File: src/rtl/red_pitaya_iq_na_avg_block_if.sv
// Register bus of the network-analyzer averager: single-cycle strobes, registered response.
interface red_pitaya_iq_na_avg_block_if;
    logic [15:0] addr;
    logic        wen;
    logic        ren;
    logic        ack;
    logic [31:0] rdata;
    logic [31:0] wdata;

    modport master (
        output addr,
        output wen,
        output ren,
        output wdata,
        input  ack,
        input  rdata
    );

    modport slave (
        input  addr,
        input  wen,
        input  ren,
        input  wdata,
        output ack,
        output rdata
    );
endinterface

File: src/rtl/red_pitaya_iq_na_avg_block.sv
// Multi-channel network-analyzer I/Q averager.
// Accumulates CHANNELS demodulated I/Q pairs over a sleep-then-average window and latches the
// sums into snapshot registers readable over the register bus.
// Optional feature: define IQ_NA_SATURATE_EN to clamp accumulators instead of wrapping, with a
// sticky overflow flag in STATUS bit 4.
module red_pitaya_iq_na_avg_block #(
    parameter int unsigned CHANNELS = 2,
    parameter int unsigned INBITS   = 24,
    parameter int unsigned SUMBITS  = 62,
    parameter int unsigned CNTBITS  = 32
) (
    input  logic                       clk_i,
    input  logic                       rstn_i,
    input  logic                       trig_i,
    input  logic                       valid_i,
    input  logic [CHANNELS*INBITS-1:0] iq_i_i,
    input  logic [CHANNELS*INBITS-1:0] iq_q_i,
    output logic                       busy_o,
    output logic                       done_o,
    red_pitaya_iq_na_avg_block_if.slave bus
);

    typedef enum logic [1:0] {
        StIdle    = 2'd0,
        StSleep   = 2'd1,
        StAverage = 2'd2,
        StDone    = 2'd3
    } state_e;

    state_e state_q, state_d;

    // Configuration registers
    logic               cont_q;
    logic [CNTBITS-1:0] avg_q;
    logic [CNTBITS-1:0] sleep_q;

    // Run counters
    logic [CNTBITS-1:0] sleep_rem_q;
    logic [CNTBITS-1:0] avg_rem_q;

    // Datapath
    logic signed [INBITS-1:0]  in_i [CHANNELS];
    logic signed [INBITS-1:0]  in_q [CHANNELS];
    logic signed [SUMBITS-1:0] acc_i_q [CHANNELS];
    logic signed [SUMBITS-1:0] acc_q_q [CHANNELS];
    logic signed [SUMBITS-1:0] acc_i_nxt [CHANNELS];
    logic signed [SUMBITS-1:0] acc_q_nxt [CHANNELS];
    logic signed [SUMBITS-1:0] snap_i_q [CHANNELS];
    logic signed [SUMBITS-1:0] snap_q_q [CHANNELS];
    logic [63:0]               snap_i_ext [CHANNELS];
    logic [63:0]               snap_q_ext [CHANNELS];
    logic                      snap_valid_q;
    logic [31:0]               runs_q;
    logic                      done_q;
    logic                      ovf;

    // Bus response
    logic        ack_q;
    logic [31:0] rdata_q;
    logic [31:0] rdata_d;

    // Decoded events and datapath controls
    logic ctrl_wr;
    logic start;
    logic abort;
    logic load_run;
    logic latch;
    logic acc_en;
    logic sleep_dec;

    assign ctrl_wr = bus.wen && (bus.addr == 16'h0000);
    // trig_i and a bus start in the same cycle merge into a single start.
    assign start   = trig_i || (ctrl_wr && bus.wdata[0]);
    assign abort   = ctrl_wr && bus.wdata[1];

    // State register
    always_ff @(posedge clk_i or negedge rstn_i) begin
        if (!rstn_i) begin
            state_q <= StIdle;
        end else begin
            state_q <= state_d;
        end
    end

    // Next-state decision; abort beats start, start beats the normal sequence
    always_comb begin
        state_e start_target;
        if (sleep_q != '0) begin
            start_target = StSleep;
        end else if (avg_q != '0) begin
            start_target = StAverage;
        end else begin
            start_target = StDone;
        end

        state_d = state_q;
        if (abort) begin
            state_d = StIdle;
        end else if (start) begin
            state_d = start_target;
        end else begin
            unique case (state_q)
                StIdle: state_d = StIdle;
                StSleep: begin
                    if (sleep_rem_q == CNTBITS'(1)) begin
                        state_d = (avg_rem_q != '0) ? StAverage : StDone;
                    end
                end
                StAverage: begin
                    if (valid_i && (avg_rem_q == CNTBITS'(1))) begin
                        state_d = StDone;
                    end
                end
                StDone: state_d = cont_q ? start_target : StIdle;
            endcase
        end
    end

    // FSM outputs: datapath controls and busy
    always_comb begin
        busy_o    = (state_q == StSleep) || (state_q == StAverage);
        load_run  = !abort && (start || ((state_q == StDone) && cont_q));
        latch     = !abort && (state_q == StDone);
        acc_en    = !abort && !start && (state_q == StAverage) && valid_i;
        sleep_dec = !abort && !start && (state_q == StSleep);
    end

    // Unpack the channel inputs, channel 0 in the LSBs
    always_comb begin
        for (int c = 0; c < CHANNELS; c++) begin
            in_i[c] = iq_i_i[c*INBITS +: INBITS];
            in_q[c] = iq_q_i[c*INBITS +: INBITS];
        end
    end

`ifdef IQ_NA_SATURATE_EN
    logic clamp_any;
    logic ovf_q;

    // Returns {clamped, sum}; the sum is pinned to the signed limit on overflow.
    function automatic logic [SUMBITS:0] sat_add(input logic signed [SUMBITS-1:0] acc,
                                                 input logic signed [INBITS-1:0]  x);
        logic signed [SUMBITS:0] wide;
        wide = (SUMBITS+1)'(acc) + (SUMBITS+1)'(x);
        if (wide[SUMBITS] != wide[SUMBITS-1]) begin
            sat_add = {1'b1, wide[SUMBITS], {(SUMBITS-1){~wide[SUMBITS]}}};
        end else begin
            sat_add = {1'b0, wide[SUMBITS-1:0]};
        end
    endfunction

    // Saturating accumulator update
    always_comb begin
        logic ci;
        logic cq;
        clamp_any = 1'b0;
        for (int c = 0; c < CHANNELS; c++) begin
            ci = 1'b0;
            cq = 1'b0;
            {ci, acc_i_nxt[c]} = sat_add(acc_i_q[c], in_i[c]);
            {cq, acc_q_nxt[c]} = sat_add(acc_q_q[c], in_q[c]);
            clamp_any = clamp_any || ci || cq;
        end
    end

    // Sticky overflow, cleared when a new run is loaded
    always_ff @(posedge clk_i or negedge rstn_i) begin
        if (!rstn_i) begin
            ovf_q <= 1'b0;
        end else if (load_run) begin
            ovf_q <= 1'b0;
        end else if (acc_en && clamp_any) begin
            ovf_q <= 1'b1;
        end
    end

    assign ovf = ovf_q;
`else
    // Wrapping accumulator update
    always_comb begin
        for (int c = 0; c < CHANNELS; c++) begin
            acc_i_nxt[c] = acc_i_q[c] + SUMBITS'(in_i[c]);
            acc_q_nxt[c] = acc_q_q[c] + SUMBITS'(in_q[c]);
        end
    end

    assign ovf = 1'b0;
`endif

    // Accumulators: cleared at run load, summed on qualified samples
    always_ff @(posedge clk_i or negedge rstn_i) begin
        if (!rstn_i) begin
            for (int c = 0; c < CHANNELS; c++) begin
                acc_i_q[c] <= '0;
                acc_q_q[c] <= '0;
            end
        end else if (load_run) begin
            for (int c = 0; c < CHANNELS; c++) begin
                acc_i_q[c] <= '0;
                acc_q_q[c] <= '0;
            end
        end else if (acc_en) begin
            for (int c = 0; c < CHANNELS; c++) begin
                acc_i_q[c] <= acc_i_nxt[c];
                acc_q_q[c] <= acc_q_nxt[c];
            end
        end
    end

    // Sleep and average countdowns
    always_ff @(posedge clk_i or negedge rstn_i) begin
        if (!rstn_i) begin
            sleep_rem_q <= '0;
            avg_rem_q   <= '0;
        end else if (load_run) begin
            sleep_rem_q <= sleep_q;
            avg_rem_q   <= avg_q;
        end else if (sleep_dec) begin
            sleep_rem_q <= sleep_rem_q - CNTBITS'(1);
        end else if (acc_en) begin
            avg_rem_q <= avg_rem_q - CNTBITS'(1);
        end
    end

    // Snapshots are copied as a whole on leaving DONE, so readers never see a torn update
    always_ff @(posedge clk_i or negedge rstn_i) begin
        if (!rstn_i) begin
            for (int c = 0; c < CHANNELS; c++) begin
                snap_i_q[c] <= '0;
                snap_q_q[c] <= '0;
            end
            snap_valid_q <= 1'b0;
            runs_q       <= '0;
            done_q       <= 1'b0;
        end else begin
            done_q <= latch;
            if (latch) begin
                for (int c = 0; c < CHANNELS; c++) begin
                    snap_i_q[c] <= acc_i_q[c];
                    snap_q_q[c] <= acc_q_q[c];
                end
                snap_valid_q <= 1'b1;
                runs_q       <= runs_q + 32'd1;
            end
        end
    end

    assign done_o = done_q;

    // Configuration register writes
    always_ff @(posedge clk_i or negedge rstn_i) begin
        if (!rstn_i) begin
            cont_q  <= 1'b0;
            avg_q   <= '0;
            sleep_q <= '0;
        end else if (bus.wen) begin
            case (bus.addr)
                16'h0000: cont_q  <= bus.wdata[2];
                16'h0004: avg_q   <= CNTBITS'(bus.wdata);
                16'h0008: sleep_q <= CNTBITS'(bus.wdata);
                default: ;
            endcase
        end
    end

    // Sign-extend snapshots to 64 bits for the low/high word split
    always_comb begin
        for (int c = 0; c < CHANNELS; c++) begin
            snap_i_ext[c] = 64'(snap_i_q[c]);
            snap_q_ext[c] = 64'(snap_q_q[c]);
        end
    end

    // Read-data decode
    always_comb begin
        rdata_d = '0;
        case (bus.addr)
            16'h0000: rdata_d = {29'b0, cont_q, 2'b0};
            16'h0004: rdata_d = 32'(avg_q);
            16'h0008: rdata_d = 32'(sleep_q);
            16'h000C: rdata_d = {27'b0, ovf, runs_q[0], snap_valid_q, state_q};
            16'h0010: rdata_d = runs_q;
            default: ;
        endcase
        for (int c = 0; c < CHANNELS; c++) begin
            if ((bus.addr[15:8] == 8'h01) && (bus.addr[7:4] == 4'(c)) &&
                (bus.addr[1:0] == 2'b00)) begin
                case (bus.addr[3:2])
                    2'd0: rdata_d = snap_i_ext[c][31:0];
                    2'd1: rdata_d = snap_i_ext[c][63:32];
                    2'd2: rdata_d = snap_q_ext[c][31:0];
                    default: rdata_d = snap_q_ext[c][63:32];
                endcase
            end
        end
    end

    // Registered bus response; every strobe is acknowledged, mapped or not
    always_ff @(posedge clk_i or negedge rstn_i) begin
        if (!rstn_i) begin
            ack_q   <= 1'b0;
            rdata_q <= '0;
        end else begin
            ack_q <= bus.wen || bus.ren;
            if (bus.ren) begin
                rdata_q <= rdata_d;
            end
        end
    end

    assign bus.ack   = ack_q;
    assign bus.rdata = rdata_q;

endmodule

File: src/flat_wrapper.sv
// flat-port wrapper written by rule: the top's interface ports become plain ports
module red_pitaya_iq_na_avg_block_flat 
#(
    parameter int unsigned CHANNELS = 2,
    parameter int unsigned INBITS   = 24,
    parameter int unsigned SUMBITS  = 62,
    parameter int unsigned CNTBITS  = 32
)
  (clk_i, rstn_i, trig_i, valid_i, iq_i_i, iq_q_i, busy_o, done_o, bus_addr, bus_wen, bus_ren, bus_wdata, bus_ack, bus_rdata);
  red_pitaya_iq_na_avg_block_if bus_i ();
  input  logic clk_i;
  input  logic rstn_i;
  input  logic trig_i;
  input  logic valid_i;
  input  logic [CHANNELS*INBITS-1:0] iq_i_i;
  input  logic [CHANNELS*INBITS-1:0] iq_q_i;
  output logic busy_o;
  output logic done_o;
  input wire logic [$bits(bus_i.addr)-1:0] bus_addr;
  input wire logic [$bits(bus_i.wen)-1:0] bus_wen;
  input wire logic [$bits(bus_i.ren)-1:0] bus_ren;
  input wire logic [$bits(bus_i.wdata)-1:0] bus_wdata;
  output wire logic [$bits(bus_i.ack)-1:0] bus_ack;
  output wire logic [$bits(bus_i.rdata)-1:0] bus_rdata;
  assign bus_i.addr = bus_addr;
  assign bus_i.wen = bus_wen;
  assign bus_i.ren = bus_ren;
  assign bus_i.wdata = bus_wdata;
  assign bus_ack = bus_i.ack;
  assign bus_rdata = bus_i.rdata;
  red_pitaya_iq_na_avg_block #(.CHANNELS(CHANNELS), .INBITS(INBITS), .SUMBITS(SUMBITS), .CNTBITS(CNTBITS)) u_core (.clk_i(clk_i), .rstn_i(rstn_i), .trig_i(trig_i), .valid_i(valid_i), .iq_i_i(iq_i_i), .iq_q_i(iq_q_i), .busy_o(busy_o), .done_o(done_o), .bus(bus_i));
endmodule
File: config.mk
export PLATFORM = sky130hd
export DESIGN_NAME = red_pitaya_iq_na_avg_block_flat
export DESIGN_NICKNAME = d
export VERILOG_FILES = /design/src/rtl/red_pitaya_iq_na_avg_block_if.sv /design/src/rtl/red_pitaya_iq_na_avg_block.sv /design/src/flat_wrapper.sv
export SDC_FILE = /design/constraint.sdc
export NUM_CORES = 2
export LEC_CHECK = 0
export CAP_MARGIN = 15
export CORE_MARGIN = 10
export CORE_UTILIZATION = 30
export DETAILED_ROUTE_END_ITERATION = 10
export GPL_ROUTABILITY_DRIVEN = 0
export MAX_ROUTING_LAYER = met4
export PLACE_DENSITY = 0.55
export SLEW_MARGIN = 20
export SYNTH_ARGS = -nofsm -noshare
export SYNTH_HDL_FRONTEND = slang
export SYNTH_SLANG_ARGS = --single-unit
File: constraint.sdc
create_clock -name clk_i -period 3 [get_ports clk_i]
set_clock_uncertainty 0.05 [all_clocks]
set_input_delay 0.45 -clock clk_i [delete_from_list [all_inputs] [get_ports clk_i]]
set_output_delay 0.45 -clock clk_i [all_outputs]
set_load 0.1 [all_outputs]
Word-level counts from Yosys, hierarchy flattened
Cells that the tools add are included.

storage, ports and cells
  register bits after elaboration = 694
  output and inout port bits = 35
  word-level logic and storage cells = 101

cells by class
  $add $sub $neg = 7
  eq/ne operators = 16
  mux-type cells = 23
  reduce and logical (&&, ||, !) cells = 36

operators by type and width
  operator                                                number
  two-way mux 124 bit                                     4
  adder 62 x 24 -> 62 bit                                 4
  two-way mux 32 bit                                      7
  case mux 32 bit (3 select lines)                        2
  case mux 32 bit (5 select lines)                        1
  nonzero test 32 bit                                     3
  equality test 32 x 1 -> 1 bit (second input constant)   2
  subtractor 32 x 1 -> 32 bit (second input constant)     2
  adder 32 x 1 -> 32 bit (second input constant)          1
  equality test 16 x 4 -> 1 bit (second input constant)   2
  equality test 16 x 3 -> 1 bit (second input constant)   1
  equality test 16 x 5 -> 1 bit (second input constant)   1
  zero test 16 bit                                        1
  logical AND 1 bit                                       15
  two-way mux 2 bit                                       6
  AND reduction 2 bit                                     5
  equality test 8 x 1 -> 1 bit (second input constant)    1
  inequality test 4 x 1 -> 1 bit (second input constant)  2
  case mux 2 bit (4 select lines)                         1
  equality test 2 bit (second input constant)             3
  zero test 2 bit                                         3
  equality test 2 x 1 -> 1 bit (second input constant)    2
  equality test 4 x 1 -> 1 bit (second input constant)    1
  zero test 4 bit                                         1
  5 further kinds                                         11

Depth between registers and ports, before layout
  depth after elaboration = 11
  depth in mapped cells = 14
  gate-level depth less buffers = 14

Least setup slack after synthesis
No wires, ideal clock.

  path kind = input-to-reg
  start = in iq_i_i[24]
  end = reg u_core.acc_i_q[60] (netlist bit)
  library setup time = 0.129 ns
  arrival time = 3.159 ns
  data required time = 2.821 ns
  setup slack = -0.338 ns
  cell stages on the path = 13
  buffers on the path = 0
  path through = ha_1 -> fa_1 -> a211oi_1 -> o21bai_1 -> a31oi_1 -> o31a_1 -> o31a_1 -> o31a_1 -> o21ai_1 -> a211o_1 -> a41oi_1 -> xor2_1 -> o21ai_1

on the way
  longest elaborated chain between the ends = 3

RTL lines
  element                        line                               text
  start, declared                flat_wrapper.sv:15                 input logic [CHANNELS*INBITS-1:0] iq_i_i;
  adder 62 x 24 -> 62 bit        red_pitaya_iq_na_avg_block.sv:182  acc_i_nxt[c] = acc_i_q[c] + SUMBITS'(in_i[c]);
  two-way mux 124 bit            red_pitaya_iq_na_avg_block.sv:202  end else if (acc_en) begin
  two-way mux 124 bit            red_pitaya_iq_na_avg_block.sv:197  end else if (load_run) begin
  end signal, assigned by index  red_pitaya_iq_na_avg_block.sv:204  acc_i_q[c] <= acc_i_nxt[c];
  end, declared                  red_pitaya_iq_na_avg_block.sv:44   logic signed [SUMBITS-1:0] acc_i_q [CHANNELS];

No other way between the ends. The select of a mux whose other input is x is not followed.
A chain may end at the register's enable or synchronous reset.

Worst setup path after layout
  start = reg u_core.acc_q_q[1] (netlist bit)
  end = reg u_core.acc_q_q[55] (netlist bit)

on the way
  longest elaborated chain between the ends = 3

RTL lines
  element                          line                               text
  start, declared                  red_pitaya_iq_na_avg_block.sv:45   logic signed [SUMBITS-1:0] acc_q_q [CHANNELS];
  start signal, assigned by index  red_pitaya_iq_na_avg_block.sv:205  acc_q_q[c] <= acc_q_nxt[c];
  adder 62 x 24 -> 62 bit          red_pitaya_iq_na_avg_block.sv:183  acc_q_nxt[c] = acc_q_q[c] + SUMBITS'(in_q[c]);
  two-way mux 124 bit              red_pitaya_iq_na_avg_block.sv:202
  two-way mux 124 bit              red_pitaya_iq_na_avg_block.sv:197

No other way between the ends. The select of a mux whose other input is x is not followed.

==> impl_metrics.py <==
metrics = {
    "yosys": {
        "synthFlopType": "dfrtp_1",
        "yosysUniqueCellTypes": 92,
        "synth_seq_cells": 694,
        "syn_area_um2": 44350,
        "synth_async_sr_flop_share_pct": 100.0,
        "synth_fp_nets": 5188,
        "ys_seq_area_share_pct": 39.16,
        "synth_edf_count": 0,
        "synthCells": 4780,
        "postSynthAreaPerCell_um2": 9.278,
        "ys.warnings.count": 0,
    },
    "routing": {
        "dr.pass1.iters": 6,
        "drc_errors": 0,
        "final_antenna_net_count": 0,
        "wl_per_cell_um": 20.61,
        "vias": 42660,
        "drt_iter0_markers": 3362,
        "via_per_inst": 5.294,
        "wl_um": 166100,
    },
    "timing": {
        "slew_viol_final": 0,
        "slew_headroom_pct": 48.40,
        "min_period_ns": 3.496,
        "clock.fmax_mhz": 286.1,
        "fin_crit_sh_pct": 116.5,
        "fin_setup_tns_ns": -12.23,
        "setup_viol": 75,
        "hold_ws_ns": 0.2167,
        "hold_viol_final": 0,
        "rsz0062_at_grt": "yes",
        "worst_slew_pin_slew_ns": 0.7740,
        "setup_ws_ns": -0.4958,
    },
    "finish": {
        "fin_util_pct": 42.88,
        "layout_commonest_cell": "buf_4",
        "nets": 6462,
        "stdcell_count": 8058,
        "final_cell_mix": "buf_4 (1216), dfrtp_1 (694), nand2_1 (672)",
        "synthToLayoutAreaGrowth_pct": 42.44,
        "drive_above_1_share_pct": 35.99,
        "fillers": 14120,
        "design_area_um2": 63170,
    },
    "setup_path": {
        "cp_cell_sequence": "ha_4, a211o_1, o211ai_1, buf_4, a211o_1, a211o_1, a211o_1, a21o_1, and3b_4, or2_4, or4_1, o211ai_1",
        "worst_r2r_startpoint": "u_core.acc_q_q[1]$_DFFE_PN0P_",
        "cp_slowest_stage_delay_ns": 0.41,
        "critical-path-top-delay-family": "compound AO/OA/AOI/OAI gates",
        "crit_top_cell": "a211o_1",
        "cpMaxStageDelayCell": "dfrtp_1",
        "criticalPathCategory": "flip-flop to flip-flop",
        "cp-start-kind": "flip-flop",
        "cp_num_buf_inv": 1,
        "critPathLaunch": "u_core.acc_q_q[1]$_DFFE_PN0P_",
        "path_max_fanout": 2,
        "endpoint_kind": "flip-flop",
        "cp_data_required_time_ns": 3.58,
        "cp.arrival_ns": 4.08,
    },
    "power_and_ir_drop": {
        "ir_drop_mv": 0.5259,
        "p_clk_share_pct": 31.1,
        "p_seq_share_pct": 32.5,
        "p_switching_mw": 13.13,
        "combPwrFrac_pct": 36.4,
        "switching_share_pct": 35.26,
        "p_leak_nw": 29.76,
        "finalPower_mw": 37.23,
        "powerDensity_nw_per_um2": 589.4,
        "p_int_mw": 24.10,
    },
    "floorplanning": {
        "die-area_um2": 163600,
        "core_area_um2": 147300,
        "ios": 185,
        "rows": 141,
        "die_w_um": 404.5,
        "start_util_pct": 30.11,
        "fp.dieH_um": 404.5,
    },
    "flow_run": {
        "max-cap-violations": 0,
    },
    "clock_network": {
        "cts_buffer_depth": 3,
        "clock_sinks": 694,
        "h-tree-depth": 3,
        "cts_tree": "yes",
        "clk_latency_ns": 0.72,
        "cts-root-buf": "clkbuf_16",
        "numCtsBuffers": 86,
        "clkTransAtPathRegs_ns": 0.06,
    },
    "placement": {
        "dpl-instance-area_um2": 57180,
        "dpl.hpwl_um": 125400,
        "dp.cells": 7812,
        "dp_slack_ns": -1.221,
        "port_buffers": 184,
    },
    "grt": {
        "grt_max_degree": 106,
        "grt_pass1_vias": 42130,
        "grt_pass1_wl_um": 252200,
        "grt_use_total_pct": 20.16,
        "grt_antenna_before_repair": 9,
        "gr-total-overflow": 0,
    },
    "run_status": {
        "violations": "negative setup slack",
        "status": "finished with violations",
    },
    "hold_path": {
        "hp-start": "bus_ren",
        "min_path_type": "input port to flip-flop",
    },
}
## final timing paths
check | to | slack [ns] | depth (start not counted)
max | u_core.acc_q_q[55]$_DFFE_PN0P_ | -0.50 | 12
min | u_core.bus.rdata[31]$_DFFE_PN0P_ | 0.22 | 2
max reg2reg | u_core.acc_q_q[55]$_DFFE_PN0P_ | -0.50 | 12
min reg2reg | u_core.sleep_rem_q[26]$_DFFE_PN0P_ | 0.42 | 2
max in group asynchronous | u_core.acc_i_q[25]$_DFFE_PN0P_ | 1.51 | 3
min in group asynchronous | u_core.sleep_rem_q[1]$_DFFE_PN0P_ | 0.32 | 2
## layout make-up
cell class | count | area (um^2) | share of cell area, %
multi-input cells | 3727 | 27850 | 44.09
flip-flops and latches | 694 | 17370 | 27.49
repair buffers | 1460 | 12060 | 19.09
well taps | 1930 | 2415 | 3.823
clock buffers | 110 | 2412 | 3.819
clock inverters | 48 | 739.5 | 1.171
inverters | 85 | 319.1 | 0.5051
diodes | 4 | 10.01 | 0.01584
## power groups by stage
stage | clock [mW] | combinational [mW] | sequential (mW)
2_1_floorplan | 0 | 7.35 | 11.8
3_3_place_gp | 0 | 12.5 | 12.2
3_5_place_dp | 0 | 12.7 | 12.2
4_1_cts | 11.8 | 13.2 | 12.1
5_1_grt | 12.2 | 14.7 | 12.2
6_report | 11.6 | 13.6 | 12.1
## synth_stat cells (22+ instances only)
cell type	count	area share, %
nand3_1	103	1.2
mux2_2	328	8.3
a31oi_1	54	0.76
a21oi_1	528	6.0
mux4_2	61	3.1
dfrtp_1	694	39
xor2_1	90	1.8
xnor2_1	152	3.0
nand4_1	73	1.0
inv_1	85	0.72
a221oi_1	32	0.63
a211oi_1	42	0.71
o21ai_1	24	0.27
and2_1	24	0.34
nor3_1	88	0.99
clkbuf_1	210	1.8
o21ai_0	275	3.1
nor4_1	44	0.62
a21o_1	115	1.9
and3_1	44	0.62
o21bai_1	50	0.85
buf_1	42	0.36
or3_1	22	0.31
nand2_1	688	5.8
ha_1	254	7.2
nor2_1	280	2.4
nor2b_1	29	0.41
o21a_1	30	0.51
## state kept, by name, summed over array words and instances, names as in the netlist, 2 cells and up
name and flops:
u_core.sleep_q 32, u_core.snap_q_ext 124, u_core.bus.rdata 32, u_core.snap_i_ext 124
u_core.sleep_rem_q 32, u_core.avg_q 32, u_core.avg_rem_q 32, u_core.state_q 2
u_core.runs_q 32, u_core.acc_q_q 124, u_core.acc_i_q 124
## logic make-up after synthesis
family          share of synthesized area, %
simple gates                           14.93
compound gates                         18.97
flops                                  39.16
mux                                    11.67
buf+inv                                3.140
fa+ha+maj                              7.346
xor+xnor                               4.779
## layer usage
metal	vias up	wire, um	share of wire [%]	GRT usage (%)
met5	-	0	0	-
met4	0	7620	4.6	7.995
met3	304	8819	5.3	3.046
met2	1192	75710	46	31.35
met1	21180	73920	45	26.29
li1	19980	-	-	-
## timing repair
| item | 4_1_cts | 5_1_grt |
|---|---|---|
| gates resized for setup | 273 | 200 |
| hold buffers | 1 | 0 |
| gates cloned | 0 | 0 |
| pin swaps | 169 | 226 |
| endpoints found under the setup margin | 114 | 137 |
| setup buffers | 57 | 50 |
| endpoints found under the hold margin | 41 | 0 |
Power figures use the tool's default switching activity.
